--- config.mk ---
export PLATFORM = sky130hd
export DESIGN_NAME = graphite_cmd_master
export DESIGN_NICKNAME = d
export VERILOG_FILES = /design/src/rtl/graphite_cmd_master.sv
export SDC_FILE = /design/constraint.sdc
export NUM_CORES = 1
export LEC_CHECK = 0
export CAP_MARGIN = 10
export CORE_MARGIN = 2
export CORE_UTILIZATION = 45
export DETAILED_ROUTE_END_ITERATION = 12
export HOLD_SLACK_MARGIN = 0.05
export PLACE_DENSITY = 0.73
export SETUP_SLACK_MARGIN = 0.4
export SLEW_MARGIN = 30
export SYNTH_ARGS = -nofsm -noshare
export SYNTH_HDL_FRONTEND = slang
export SYNTH_SLANG_ARGS = --single-unit
--- constraint.sdc ---
create_clock -name clk -period 4.2 [get_ports clk]
set_clock_uncertainty 0.15 [all_clocks]
set_input_delay 1.26 -clock clk [delete_from_list [all_inputs] [get_ports clk]]
set_output_delay 1.26 -clock clk [all_outputs]
set_load 0.03 [all_outputs]
--- src/rtl/graphite_cmd_master.sv ---
// graphite_cmd_master
// Host-fed command FIFO that streams 32-bit command words to the graphite
// rasterizer over an AXI-stream master port. The FIFO absorbs host write
// bursts while the rasterizer applies back-pressure, and it reports fill
// level, idle, sticky overflow and a count of completed handshakes.
//
// All outputs are driven only from registered state: the stream head is
// read from the memory at the registered read pointer, and the status flags
// decode the registered level counter. Nothing reaches an output
// combinationally from wr_i or cmd_axis_tready_i.

module graphite_cmd_master #(
  parameter  int DEPTH = 16,
  localparam int LW    = $clog2(DEPTH) + 1
) (
  input  logic          clk,
  input  logic          reset_i,
  input  logic          wr_i,
  input  logic [31:0]   wr_data_i,
  input  logic          flush_i,
  output logic          full_o,
  output logic          idle_o,
  output logic [LW-1:0] level_o,
  output logic          overflow_o,
  output logic [31:0]   sent_count_o,
  output logic          cmd_axis_tvalid_o,
  input  logic          cmd_axis_tready_i,
  output logic [31:0]   cmd_axis_tdata_o
);

  localparam int          AW       = $clog2(DEPTH);
  localparam logic [LW-1:0] FULL_LVL = LW'(DEPTH);

  // Storage and control state. Pointers wrap naturally because DEPTH is a
  // power of two; the separate level counter removes the usual
  // full/empty ambiguity of comparing equal pointers.
  logic [31:0]   mem_q [DEPTH];
  logic [AW-1:0] rd_q,    rd_d;
  logic [AW-1:0] wr_q,    wr_d;
  logic [LW-1:0] level_q, level_d;
  logic          ovf_q,   ovf_d;
  logic [31:0]   sent_q,  sent_d;

  // Status decoded from the level as it stood at the start of the cycle.
  logic full_now;
  logic empty_now;
  logic push;
  logic pop;
  logic push_drop;

  assign full_now  = (level_q == FULL_LVL);
  assign empty_now = (level_q == '0);

  // A write while full is rejected even if a pop frees a slot this same
  // cycle: fullness is judged on registered state only, which keeps the
  // write-enable free of any dependence on tready.
  assign push      = wr_i && !full_now;
  assign push_drop = wr_i &&  full_now;
  assign pop       = !empty_now && cmd_axis_tready_i;

  // Next-state for pointers, level, overflow and handshake count. Flush
  // wins over any same-cycle push or pop: the word is dropped, overflow is
  // not raised and the handshake is not counted.
  always_comb begin
    rd_d    = rd_q;
    wr_d    = wr_q;
    level_d = level_q;
    ovf_d   = ovf_q;
    sent_d  = sent_q;

    if (flush_i) begin
      rd_d    = '0;
      wr_d    = '0;
      level_d = '0;
      ovf_d   = 1'b0;
    end else begin
      if (push) begin
        wr_d = wr_q + AW'(1);
      end
      if (pop) begin
        rd_d   = rd_q + AW'(1);
        sent_d = sent_q + 32'd1;
      end
      if (push_drop) begin
        ovf_d = 1'b1;
      end
      case ({push, pop})
        2'b10:   level_d = level_q + LW'(1);
        2'b01:   level_d = level_q - LW'(1);
        default: level_d = level_q;
      endcase
    end
  end

  // Control registers; reset clears everything including the handshake
  // count, which flush deliberately leaves alone.
  always_ff @(posedge clk) begin
    if (reset_i) begin
      rd_q    <= '0;
      wr_q    <= '0;
      level_q <= '0;
      ovf_q   <= 1'b0;
      sent_q  <= '0;
    end else begin
      rd_q    <= rd_d;
      wr_q    <= wr_d;
      level_q <= level_d;
      ovf_q   <= ovf_d;
      sent_q  <= sent_d;
    end
  end

  // Word storage is datapath only and is never cleared; stale contents are
  // unreachable because the level counter gates tvalid.
  always_ff @(posedge clk) begin
    if (push && !flush_i && !reset_i) begin
      mem_q[wr_q] <= wr_data_i;
    end
  end

  // Outputs, all derived from registered state. The head word only moves
  // on a pop, so tdata stays stable while tvalid is held without tready.
  assign full_o            = full_now;
  assign idle_o            = empty_now;
  assign level_o           = level_q;
  assign overflow_o        = ovf_q;
  assign sent_count_o      = sent_q;
  assign cmd_axis_tvalid_o = !empty_now;
  assign cmd_axis_tdata_o  = mem_q[rd_q];

endmodule
==> impl_metrics.py <==
metrics = {
    "global_route": {
        "grt.overflow.total": 0,
        "antenna_found_initial": 0,
        "grt_pass1_wl_mm": 73.22,
        "grt_max_degree": 33,
        "track_usage_pct": 20.24,
        "first_global_vias": 11300,
    },
    "cts": {
        "root_buffer": "clkbuf_16",
        "htree_levels": 2,
        "cts_tree": "done",
        "cts_buffers": 55,
        "path_clk_slew_ns": 0.06,
        "clk_path_buf_depth": 3,
        "clock_sinks": 562,
        "clk_latency_ns": 0.60,
        "hold_buffers": 0,
    },
    "power": {
        "p_seq_share_pct": 51.8,
        "p_sw_w": 0.002341,
        "power_leakage_nw": 8.372,
        "powerDensity_nw_per_um2": 439.5,
        "internal_power_w": 0.009481,
        "p_clk_share_pct": 44.8,
        "ir_drop_v": 0.0002893,
        "combPwrFrac_pct": 3.4,
        "sw_frac_of_total_pct": 19.80,
    },
    "place": {
        "gp_congestion": 0.7576,
        "io_buffers": 109,
        "hpwl_mm": 25.40,
        "dpl.cell_count": 1734,
    },
    "critical_path": {
        "cp-end-kind": "output pin",
        "r2r-start": "level_o[1]",
        "required_ns": 2.79,
        "start_kind": "register",
        "crit_fanout": 7,
        "r2r_end": "level_o[4]",
        "arrival_ns": 2.62,
        "criticalPathCategory": "register to output pin",
        "r2r_setup_slack_ns": 1.03,
        "ff2ff_path_depth": 11,
    },
    "worst_hold_path": {
        "holdCritStartpoint": "overflow_o",
        "hold_class": "register to register",
        "whs_path_depth": 2,
        "min_to": "overflow_o",
    },
    "floorplanning": {
        "core_um2": 47650,
        "die_area_um2": 49930,
        "pin_count": 110,
        "num_rows": 80,
        "die_x_um": 223.5,
        "initial_core_util_pct": 45.49,
        "die_h_um": 223.5,
    },
    "timing": {
        "slew_headroom_pct": 59.84,
        "hold_viol": 0,
        "setup_viol": 0,
        "clock.fmax_mhz": 248.4,
        "tns_ns": 0,
        "fin_crit_ns": 4.026,
        "fin_crit_sh_pct": 95.85,
        "worst_slew_pin_slew_ns": 0.6005,
        "holdWs_ns": 0.3463,
        "rsz0062_at_grt": "true",
        "slew_viol_final": 0,
    },
    "synthesis": {
        "synth-edff-count": 512,
        "postSynthAreaPerCell_um2": 21.48,
        "synth_area_um2": 21670,
        "synth_nets": 1056,
        "syn_inst": 1009,
        "ys_seq_elements": 562,
        "yosysSeqAreaShare_pct": 75.56,
        "synth_warnings": 0,
        "yosys_most_used_dff": "edfxtp_1",
        "yosysUniqueCellTypes": 47,
        "async_reset_ff_share_pct": 0,
    },
    "layout": {
        "diodes": 0,
        "area_growth_pct": 24.13,
        "drive_gt1_share_pct": 31.91,
        "final_cell_mix": "edfxtp_1 (512), mux4_2 (160), clkdlybuf4s50_1 (76)",
        "final_common_cell": "edfxtp_1",
        "fin_cells": 1881,
        "num-nets-final": 1266,
    },
    "routing": {
        "wirelength_mm": 50.13,
        "avgRoutedWirePerCell_um": 26.65,
        "vias_per_cell": 5.747,
        "drt_first_iter_violations": 931,
        "dr.pass1.iters": 5,
        "vias": 10810,
        "drc_errors": 0,
        "postRouteAntennaNets": 0,
    },
    "status": {
        "status": "finished clean",
    },
    "flow_run": {
        "maxCapViolCount": 0,
    },
}
-- how the worst max path moves through the flow --
stage	from	end	slack [ns]	cells past startpoint
floorplan	reset_i	mem_q[0][0]	0.07	5
global placement	register	cmd_axis_tdata_o[4]	0.27	4
detailed placement	wr_i	level_o[4]	0.25	11
CTS	register	cmd_axis_tdata_o[4]	0.11	5
global route	register	cmd_axis_tdata_o[21]	0.09	7
finish	register	cmd_axis_tdata_o[21]	0.17	7
-- power groups by stage --
stage	logic (W)	clock network, W	registers [W]
2_1_floorplan	0.000172	0	0.00624
3_3_place_gp	0.000337	0	0.00624
3_5_place_dp	0.000347	0	0.00624
4_1_cts	0.000396	0.00538	0.00612
5_1_grt	0.000433	0.00560	0.00612
6_report	0.000407	0.00529	0.00612
-- routing by layer --
metal	routed length, um	global-route usage (%)	up-vias
met3	3509	4.307	54
met2	26000	34.55	393
met4	749	4.710	0
met5	0	0	-
li1	-	-	4626
met1	19860	26.84	5737
-- Yosys cell counts, types with 2 or more instances --
cell type,n,area share [%]
xor2_1,11,0.44
and4b_1,2,0.092
nand3_1,10,0.23
ha_1,10,0.58
xnor2_1,25,1.0
or3_1,7,0.20
edfxtp_1,512,71
buf_2,16,0.37
nor3_1,8,0.18
dfxtp_1,50,4.6
nor2_1,60,1.0
mux4_2,160,17
clkbuf_1,29,0.50
and3_1,2,0.058
nand4_1,11,0.32
o22ai_1,2,0.058
o21ai_0,8,0.18
and2_1,4,0.12
a21oi_1,12,0.28
inv_1,9,0.16
nor4_1,10,0.29
buf_1,2,0.035
nand2_1,16,0.28
and4_1,5,0.20
nand3b_1,2,0.069
nand2b_1,3,0.087
buf_6,3,0.16
-- repair_timing --
item / in CTS / in global routing
gates cloned: 9 / 2
endpoints found under the setup margin: 33 / 33
setup buffers: 22 / 10
gates resized for setup: 132 / 31
-- through the flow --
step           power [W]  worst slack (ns)  utilization, %  area (um^2)
2_1_floorplan   0.006414           0.06815               -        21700
4_1_cts          0.01190            0.1067           56.05        26700
3_5_place_dp    0.006589            0.2507           50.53        24070
6_report         0.01182            0.1742           56.46        26900
5_1_grt          0.01215           0.09461           56.46        26900
3_3_place_gp    0.006578            0.2740           50.53        24070
-- cell families after synthesis --
logic type / share of synthesized area (%)
and+or+nand+nor: 3.562
xor gates and xnor gates: 1.455
adders and majority gates: 0.5773
DFF: 75.56
muxes: 16.67
buffers and inverters: 1.253
AOI/OAI and AO/OA: 0.9180
-- sequential cells by signal (all words and copies together), names as in the netlist, named ones only --
| name | count |
|---|---|
| level_o | 5 |
| mem_q | 512 |
| overflow_o | 1 |
| rd_q | 4 |
| sent_count_o | 32 |
| wr_q | 4 |
-- worst max-delay path, cell delays in order, from the launching register on --
cell	delay (ns)
dfxtp_4	0.38
buf_12	0.13
buf_12	0.12
buf_6	0.11
buf_16	0.13
mux4_2	0.51
mux4_2	0.49
buf_6	0.15
-- cell type report --
cell class | instances | area, um^2
well taps | 615 | 769.5
flip-flops and latches | 562 | 16390
inverters | 9 | 33.78
repair buffers | 204 | 2582
fillers | 3428 | 20740
clock buffers | 58 | 1409
multi-input cells | 387 | 5151
clock inverters | 46 | 566.8
No activity file was read; power rests on OpenSTA's default activity.
